File: config.mk
export PLATFORM = sky130hd
export DESIGN_NAME = mem_arbiter
export DESIGN_NICKNAME = d
export VERILOG_FILES = /design/src/rtl/mem_arb_pkg.sv /design/src/rtl/mem_arbiter_rr.sv /design/src/rtl/mem_arbiter.sv
export SDC_FILE = /design/constraint.sdc
export NUM_CORES = 1
export LEC_CHECK = 0
export ABC_AREA = 0
export BUFFER_PORTS_ARGS = -buffer_cell sky130_fd_sc_hd__buf_2
export CORE_ASPECT_RATIO = 0.9
export CORE_MARGIN = 3
export CORE_UTILIZATION = 40
export CTS_BUF_LIST = sky130_fd_sc_hd__clkbuf_8
export CTS_CLUSTER_SIZE = 10
export DETAILED_ROUTE_END_ITERATION = 6
export HOLD_SLACK_MARGIN = 0.06
export PLACE_DENSITY = 0.7
export SLEW_MARGIN = 5
export SYNTH_ARGS = -nofsm -noshare
export SYNTH_HDL_FRONTEND = slang
export SYNTH_SLANG_ARGS = --single-unit
File: constraint.sdc
create_clock -name clk -period 4.3 [get_ports clk]
set_input_delay 0.43 -clock clk [delete_from_list [all_inputs] [get_ports clk]]
set_output_delay 0.43 -clock clk [all_outputs]
set_load 0.05 [all_outputs]
File: src/rtl/mem_arb_pkg.sv
// Shared types and constants for the two-port data-memory arbiter.
package mem_arb_pkg;

    // Controller state: grant in IDLE, hold memory flags in ACCESS, ack in DONE.
    typedef enum logic [1:0] {
        ARB_IDLE   = 2'd0,
        ARB_ACCESS = 2'd1,
        ARB_DONE   = 2'd2
    } arbState_t;

    // Port indices as seen on the grant signal.
    localparam logic PORT_FETCH = 1'b0;
    localparam logic PORT_LSU   = 1'b1;

    // Latency counter width; MEM_LATENCY is limited to 1..15.
    localparam int unsigned CNT_W = 4;

endpackage

File: src/rtl/mem_arbiter_rr.sv
// rr_arbiter2: combinational round-robin pick between two requesters.
// Ports:
//   req0, req1  - request levels
//   lastGrant   - port served most recently (loses a tie)
//   grant       - chosen port index (PORT_FETCH / PORT_LSU)
//   grantValid  - at least one request is present
module rr_arbiter2
    import mem_arb_pkg::*;
(
    input  logic req0,
    input  logic req1,
    input  logic lastGrant,
    output logic grant,
    output logic grantValid
);

    // A tie goes to the port that was not served last; otherwise the sole requester wins.
    always_comb begin
        grantValid = req0 | req1;
        grant      = PORT_FETCH;
        if (req0 && req1) begin
            grant = ~lastGrant;
        end else if (req1) begin
            grant = PORT_LSU;
        end
    end

endmodule

File: src/rtl/mem_arbiter.sv
// mem_arbiter: shares the single-ported data Memory between instruction fetch
// (port 0, read-only) and load/store (port 1, read/write).
// Ports:
//   clk, reset                    - clock, synchronous active-high reset
//   req0/addr0 -> ack0/rdata0     - fetch port, level request held until ack
//   req1/we1/addr1/wdata1 -> ack1/rdata1 - load/store port
//   memReadFlag/memWriteFlag/MemAddress/WriteDataInput -> Memory
//   ReadDataOutput                - read data from Memory
module mem_arbiter
    import mem_arb_pkg::*;
#(
    parameter int unsigned ADDR_W      = 32,
    parameter int unsigned DATA_W      = 32,
    parameter int unsigned MEM_LATENCY = 1
) (
    input  logic              clk,
    input  logic              reset,
    input  logic              req0,
    input  logic [ADDR_W-1:0] addr0,
    output logic              ack0,
    output logic [DATA_W-1:0] rdata0,
    input  logic              req1,
    input  logic              we1,
    input  logic [ADDR_W-1:0] addr1,
    input  logic [DATA_W-1:0] wdata1,
    output logic              ack1,
    output logic [DATA_W-1:0] rdata1,
    output logic              memReadFlag,
    output logic              memWriteFlag,
    output logic [ADDR_W-1:0] MemAddress,
    output logic [DATA_W-1:0] WriteDataInput,
    input  logic [DATA_W-1:0] ReadDataOutput
);

    arbState_t        state;
    logic [CNT_W-1:0] cnt;
    logic             lastGrant;
    logic             grantPort;
    logic             latchedWe;
    logic             grant;
    logic             grantValid;

    rr_arbiter2 uRr (
        .req0       (req0),
        .req1       (req1),
        .lastGrant  (lastGrant),
        .grant      (grant),
        .grantValid (grantValid)
    );

    // Controller FSM with the latency counter and all memory-side/requester-side registers.
    // WriteDataInput is only reloaded on a write grant, so it simply holds across reads.
    always_ff @(posedge clk) begin
        if (reset) begin
            state          <= ARB_IDLE;
            cnt            <= '0;
            lastGrant      <= PORT_LSU;
            grantPort      <= PORT_FETCH;
            latchedWe      <= 1'b0;
            ack0           <= 1'b0;
            ack1           <= 1'b0;
            rdata0         <= '0;
            rdata1         <= '0;
            memReadFlag    <= 1'b0;
            memWriteFlag   <= 1'b0;
            MemAddress     <= '0;
            WriteDataInput <= '0;
        end else begin
            ack0 <= 1'b0;
            ack1 <= 1'b0;
            case (state)
                ARB_IDLE: begin
                    if (grantValid) begin
                        grantPort <= grant;
                        cnt       <= CNT_W'(MEM_LATENCY);
                        state     <= ARB_ACCESS;
                        if (grant == PORT_LSU) begin
                            MemAddress   <= addr1;
                            latchedWe    <= we1;
                            memWriteFlag <= we1;
                            memReadFlag  <= ~we1;
                            if (we1) begin
                                WriteDataInput <= wdata1;
                            end
                        end else begin
                            // Fetch port is read-only.
                            MemAddress   <= addr0;
                            latchedWe    <= 1'b0;
                            memWriteFlag <= 1'b0;
                            memReadFlag  <= 1'b1;
                        end
                    end
                end
                ARB_ACCESS: begin
                    cnt <= cnt - CNT_W'(1);
                    // Last cycle of the window: capture read data and raise the ack.
                    if (cnt == CNT_W'(1)) begin
                        memReadFlag  <= 1'b0;
                        memWriteFlag <= 1'b0;
                        state        <= ARB_DONE;
                        if (grantPort == PORT_LSU) begin
                            ack1 <= 1'b1;
                            if (!latchedWe) begin
                                rdata1 <= ReadDataOutput;
                            end
                        end else begin
                            ack0   <= 1'b1;
                            rdata0 <= ReadDataOutput;
                        end
                    end
                end
                ARB_DONE: begin
                    memReadFlag  <= 1'b0;
                    memWriteFlag <= 1'b0;
                    lastGrant    <= grantPort;
                    state        <= ARB_IDLE;
                end
                default: begin
                    memReadFlag  <= 1'b0;
                    memWriteFlag <= 1'b0;
                    state        <= ARB_IDLE;
                end
            endcase
        end
    end

endmodule

==> results of run 1 <==
[cell families after synthesis]
group | count (synthesis) | share of synthesized area, %
simple gates | 189 | 15.54
compound gates | 179 | 23.60
flops | 141 | 47.38
buf+inv | 111 | 7.350
mux | 33 | 5.565
fa+ha+maj | 2 | 0.4199
xor+xnor | 1 | 0.1470
[placed cells by master (no fill, tap or decap), types with 19 or more instances in the layout]
| master | count |
|---|---|
| buf_2 | 263 |
| dfxtp_1 | 141 |
| nand2_1 | 100 |
| a311oi_1 | 64 |
| a31o_2 | 61 |
| a21oi_1 | 37 |
| inv_1 | 36 |
| nor4_1 | 34 |
| nand2b_1 | 33 |
| mux2i_1 | 32 |
| clkbuf_8 | 19 |
[registers in the layout, indices dropped and copies added (netlist names), 2 cells and up]
register,cells
state,2
WriteDataInput,32
MemAddress,32
cnt,4
rdata1,32
rdata0,32
[metal layers]
layer	global-route usage (%)	vias to the layer above	wire length, µm
met5	0	-	0
met4	6.425	0	291
met3	6.317	25	1343
met2	33.75	213	8550
met1	25.54	2734	7537
li1	-	2828	-
[layout make-up]
type / instances / share of cell area [%]
flip-flops and latches: 141 / 36.54
multi-input cells: 404 / 35.24
repair buffers: 274 / 18.11
clock buffers: 19 / 3.385
well taps: 193 / 3.126
clock inverters: 13 / 1.798
inverters: 37 / 1.798
[through the flow]
stage | worst slack, ns | power (mW)
after floorplan | 2.444 | 2.001
after global placement | 1.758 | 2.213
after detailed placement | 1.709 | 2.217
after CTS | 1.694 | 3.292
after global routing | 1.596 | 3.395
final | 1.682 | 3.253
[worst max-delay path, cell delays in order (launching register included)]
cell and delay (ns):
dfxtp_1 0.32, inv_1 0.07, ha_1 0.13, or3b_4 0.58, or4_1 1.04, mux2i_1 0.34
[path summary, 6_finish.rpt]
check | from | endpoint | slack (ns) | depth (start not counted)
hold reg to reg | rdata1[4] | rdata1[4] | 0.46 | 2
setup / recovery | cnt[1] | rdata1[31] | 1.68 | 5
setup reg to reg | cnt[1] | rdata1[31] | 1.68 | 5
hold / removal | wdata1[27] | WriteDataInput[27] | 0.22 | 2
[power groups by stage]
stage               combinational (mW)  clock (mW)  sequential, mW
finish                           0.753        1.07            1.43
global route                     0.806        1.15            1.44
CTS                              0.757        1.10            1.43
detailed placement               0.756           0            1.46
global placement                 0.753           0            1.46
floorplan                        0.293           0            1.71
==> run metrics, run 1 <==
status completed; # rows 41; HP Class input pin to flip-flop; PwrDens 421.2 nW/µm²; fillcell total 1367; postcts setup bufs 0; Final period util 60.88%; clock latency on the worst-skew pair 0.44 ns; Post-synth ARST share 0%; Final Cell Area 7725 µm²; register share of total power 44.1%; input/output buffers 264; crit path time final 2.618 ns; max capacitance violation total 0; clock-pin slew on the worst setup and hold paths 0.08 ns; vias per cell 5.365; clk_skew 0.007641 ns; layout cells sized above 1 42.57%; PostCTS Resize Cnt 0; die area 16400 µm²; P_leak 3.604 nW; wire per inst 16.40 µm; Clock Power Share 32.8%; RePlAce Congestion 0.7586; I/O pins 265; Num CTS Buffers 17; startpoint types flip-flop; post-synth top area cell dfxtp_1; cts hold-fix bufs 0; placed cell areas 7325 µm²; Hold WS 0.2158 ns; fin. max-slew vios 0; die width 134.7 µm; Net Switching 1.114 mW; Gate power share 23.1%; TritonCTS clock tree yes; Int Power 2.140 mW; Primary FF master, synth dfxtp_1; top-count cell post-synth dfxtp_1; unique cell type count in the Yosys netlist 38; DR pass1 iterations 4; final hold viol count 0; area of the multi-input gates 2723 µm²; YS warnings 0; normalized max-slew margin 20.35%; first-pass GRT wire length 27.42 mm; Post-synth EDFFs 0; fin cells 1081; Cell Area, Synth 5958 µm²; Crit path arrival time 2.97 ns; Synth top cells by count dfxtp_1 (141), nand2_1 (100), a311oi_1 (64), clkbuf_1 (64), a31o_2 (61); clk buf depth 2; worst-path fanout max 40; initial drt markers 369; DRT antenna net count 0; Antenna Cells 0; pin count of the biggest net entering global routing 59; Worst setup EP type flip-flop; fin util 53.97%; unrepaired setup endpoints after global routing false; top cell type's share of synthesized area 47.38%; core box area 14310 µm²; global route overflow 0; detailed-route wire length 17.72 mm; Crit path required time 4.65 ns; initial antenna violation count 0; Final Setup Violations 0; highest clock rate 0.3820 GHz; post-synthesis sequential area ratio 47.38%; clock root buffer master clkbuf_8; Mapped Avg Cell Area 9.083 µm²; Starting Density 41.63%; Worst Max-Slew Pin Slew 1.195 ns; syn nets 791; placed cells 1049; number of global-route vias before repair 5412; FF/Latch Area 2823 µm²; Peak VDD IR 0.0002467 V; cells after synthesis 656; # clock sinks 141; Area contributors post-synth dfxtp_1 (47%), a311oi_1 (9.4%), a31o_2 (9.0%); H-tree levels 4; DRC 0; Crit Path Class flip-flop to flip-flop; Syn-to-layout area delta 29.65%; #FFs+latches synth 141; die height 121.8 µm; Final #Nets 1010; hpwl dp 11.67 mm; switch share 34.23%; Overall Global Routing Usage 20.40%; Vias 5800; Setup TNS Final 0 ns
(Power assumes the default switching activity.)
==> run 2: changes to the inputs <==
Settings changed: PLACE_DENSITY 0.7 to 0.72.
Clock period 4.3 ns to 2.4 ns, I/O delays scaled along.
==> run metrics, run 2 (synthesis results as in run 1) <==
status completed; Peak VDD IR 0.0004316 V (+75%); die width 134.7 µm (unchanged); initial drt markers 310 (-16%); Crit path required time 2.78 ns (-1.87 ns); Final Setup Violations 0 (unchanged); Crit path largest cell delay 0.60 ns (-0.44 ns); number of global-route vias before repair 6109 (+13%); layout cells sized above 1 38.66% (-3.9 points); PwrDens 677.4 nW/µm² (+61%); max capacitance violation total 0 (unchanged); Setup TNS Final 0 ns (unchanged); core box area 14310 µm² (unchanged); RePlAce Congestion 0.7631 (+0.59%); clk_skew 0.01573 ns (+0.008092 ns); vias per cell 5.409 (+0.81%); Final period util 93.05% (+32 points); register share of total power 43.6% (-0.5 points); Met2 Wirelength 9.646 mm (+13%); Clock Power Share 29.8% (-3.0 points); Worst setup EP type flip-flop; clk buf depth 2 (unchanged); crit-path leading delay family buffers and inverters; wire length on met1 8.216 mm (+9.0%); highest clock rate 0.4478 GHz (+17%); startpoint types flip-flop; TritonCTS clock tree yes; unrepaired setup endpoints after global routing false; pin count of the biggest net entering global routing 77 (+31%); crit path time final 2.233 ns (-0.3847 ns); die height 121.8 µm (unchanged); max layer used met4; Final #Nets 1111 (+10%); die area 16400 µm² (unchanged); normalized max-slew margin 55.41% (+35 points); # rows 41 (unchanged); Antenna Cells 0 (unchanged); clock-pin slew on the worst setup and hold paths 0.08 ns (about the same); I/O pins 265 (unchanged); P_leak 4.058 nW (+13%); fin cells 1181 (+9.3%); Pwr Total 5.891 mW (+81%); HP Class input pin to flip-flop; hpwl dp 12.03 mm (+3.1%); PostCTS Resize Cnt 0 (unchanged); Starting Density 41.63% (unchanged); Gate power share 26.6% (+3.5 points); Vias 6388 (+10%); final hold viol count 0 (unchanged); switch share 34.27% (+0.040 points); detailed-route wire length 19.67 mm (+11%); DR WL met3 1.282 mm (-4.5%); placed cells 1057 (+0.76%); DR pass1 iterations 4 (unchanged); commonest non-fill, non-tap cell in the layout buf_2; H-tree levels 4 (unchanged); number of buffers and inverters on the critical path 2 (+1); first-pass GRT wire length 30.39 mm (+11%); Crit Path Class flip-flop to flip-flop; most frequent cells in the layout buf_2 (264), dfxtp_1 (141), nand2_1 (100); input/output buffers 264 (unchanged); global route overflow 0 (unchanged); DRC 0 (unchanged); clock latency on the worst-skew pair 0.44 ns (about the same); # clock sinks 141 (unchanged); worst path cell trace nor2_4, buf_12, a21oi_1, a311oi_1, dlygate4sd3_1; fin. max-slew vios 0 (unchanged); slowest CP cell dlygate4sd3_1; DRT antenna net count 0 (unchanged); worst-path fanout max 56 (+40%); Net Switching 2.019 mW (+81%); clock root buffer master clkbuf_8; Overall Global Routing Usage 23.02% (+2.6 points); Syn-to-layout area delta 45.97%; wire per inst 16.65 µm (+1.6%); Int Power 3.872 mW (+81%); Num CTS Buffers 17 (unchanged); initial antenna violation count 0 (unchanged); Crit path arrival time 2.62 ns (-0.35 ns); fillcell total 1208 (-12%); Worst Max-Slew Pin Slew 0.6688 ns (-0.5260 ns)
## run 2: cell types whose count changed in the layout (fill, tap and decap cells not counted), moves of 2 or more
cell,delta
buf_12,+2
buf_4,+5
clkinvlp_4,+2
dlygate4sd3_1,+93
inv_1,+2
inv_6,-2
## run 2: through the flow
step / cell area, µm² / hold WS [ns] / utilization (%) / setup slack, ns
finish: 8697 / 0.09212 / 60.77 / 0.1668
global route: 8697 / 0.06308 / 60.77 / 0.05783
global placement: 7405 / 0.4408 / 51.74 / 0.3991
floorplan: 5958 / 0.3856 / - / 0.5438
CTS: 8697 / 0.06056 / 60.77 / 0.3057
detailed placement: 7405 / 0.4465 / 51.74 / 0.3214
## run 2: layer usage
metal,global-route usage [%],up-vias
li1,-,3028
met1,28.31,3058
met2,38.47,257
met3,6.524,45
met4,8.715,0
met5,0,-
## run 2: cell type report
cell class | count | area, µm² | share of cell area (%)
Clock inverter | 12 | 100.1 | 1.151
Clock buffer | 19 | 261.5 | 3.007
Sequential cell | 141 | 2823 | 32.46
Inverter | 37 | 138.9 | 1.597
Tap cell | 193 | 241.5 | 2.777
Timing Repair Buffer | 375 | 2412 | 27.74
Multi-Input combinational cell | 404 | 2720 | 31.28
## run 2: repair_timing
item / CTS / global route
hold buffers: 93 / 0
hold endpoints to repair: 67 / 0
setup buffers: 0 / 0
## run 2: path summary, 6_finish.rpt
kind,start,endpoint,slack [ns],cells after the start
hold / removal,addr1[20],MemAddress[20],0.09,3
setup / recovery,state[1],MemAddress[3],0.17,5
hold reg to reg,rdata1[1],rdata1[1],0.46,2
setup reg to reg,state[1],MemAddress[3],0.17,5
## run 2: tightest hold or removal path, cell delays in order
cell      delay [ns]
buf_2           0.10
nand2_1         0.05
a311oi_1        0.09
## run 2: power by group through the flow
stage	Clock, mW	Sequential [mW]	Combinational [mW]
floorplan	0	3.06	0.525
global placement	0	2.62	1.38
detailed placement	0	2.62	1.38
CTS	1.79	2.57	1.54
global route	1.91	2.59	1.67
finish	1.75	2.57	1.57
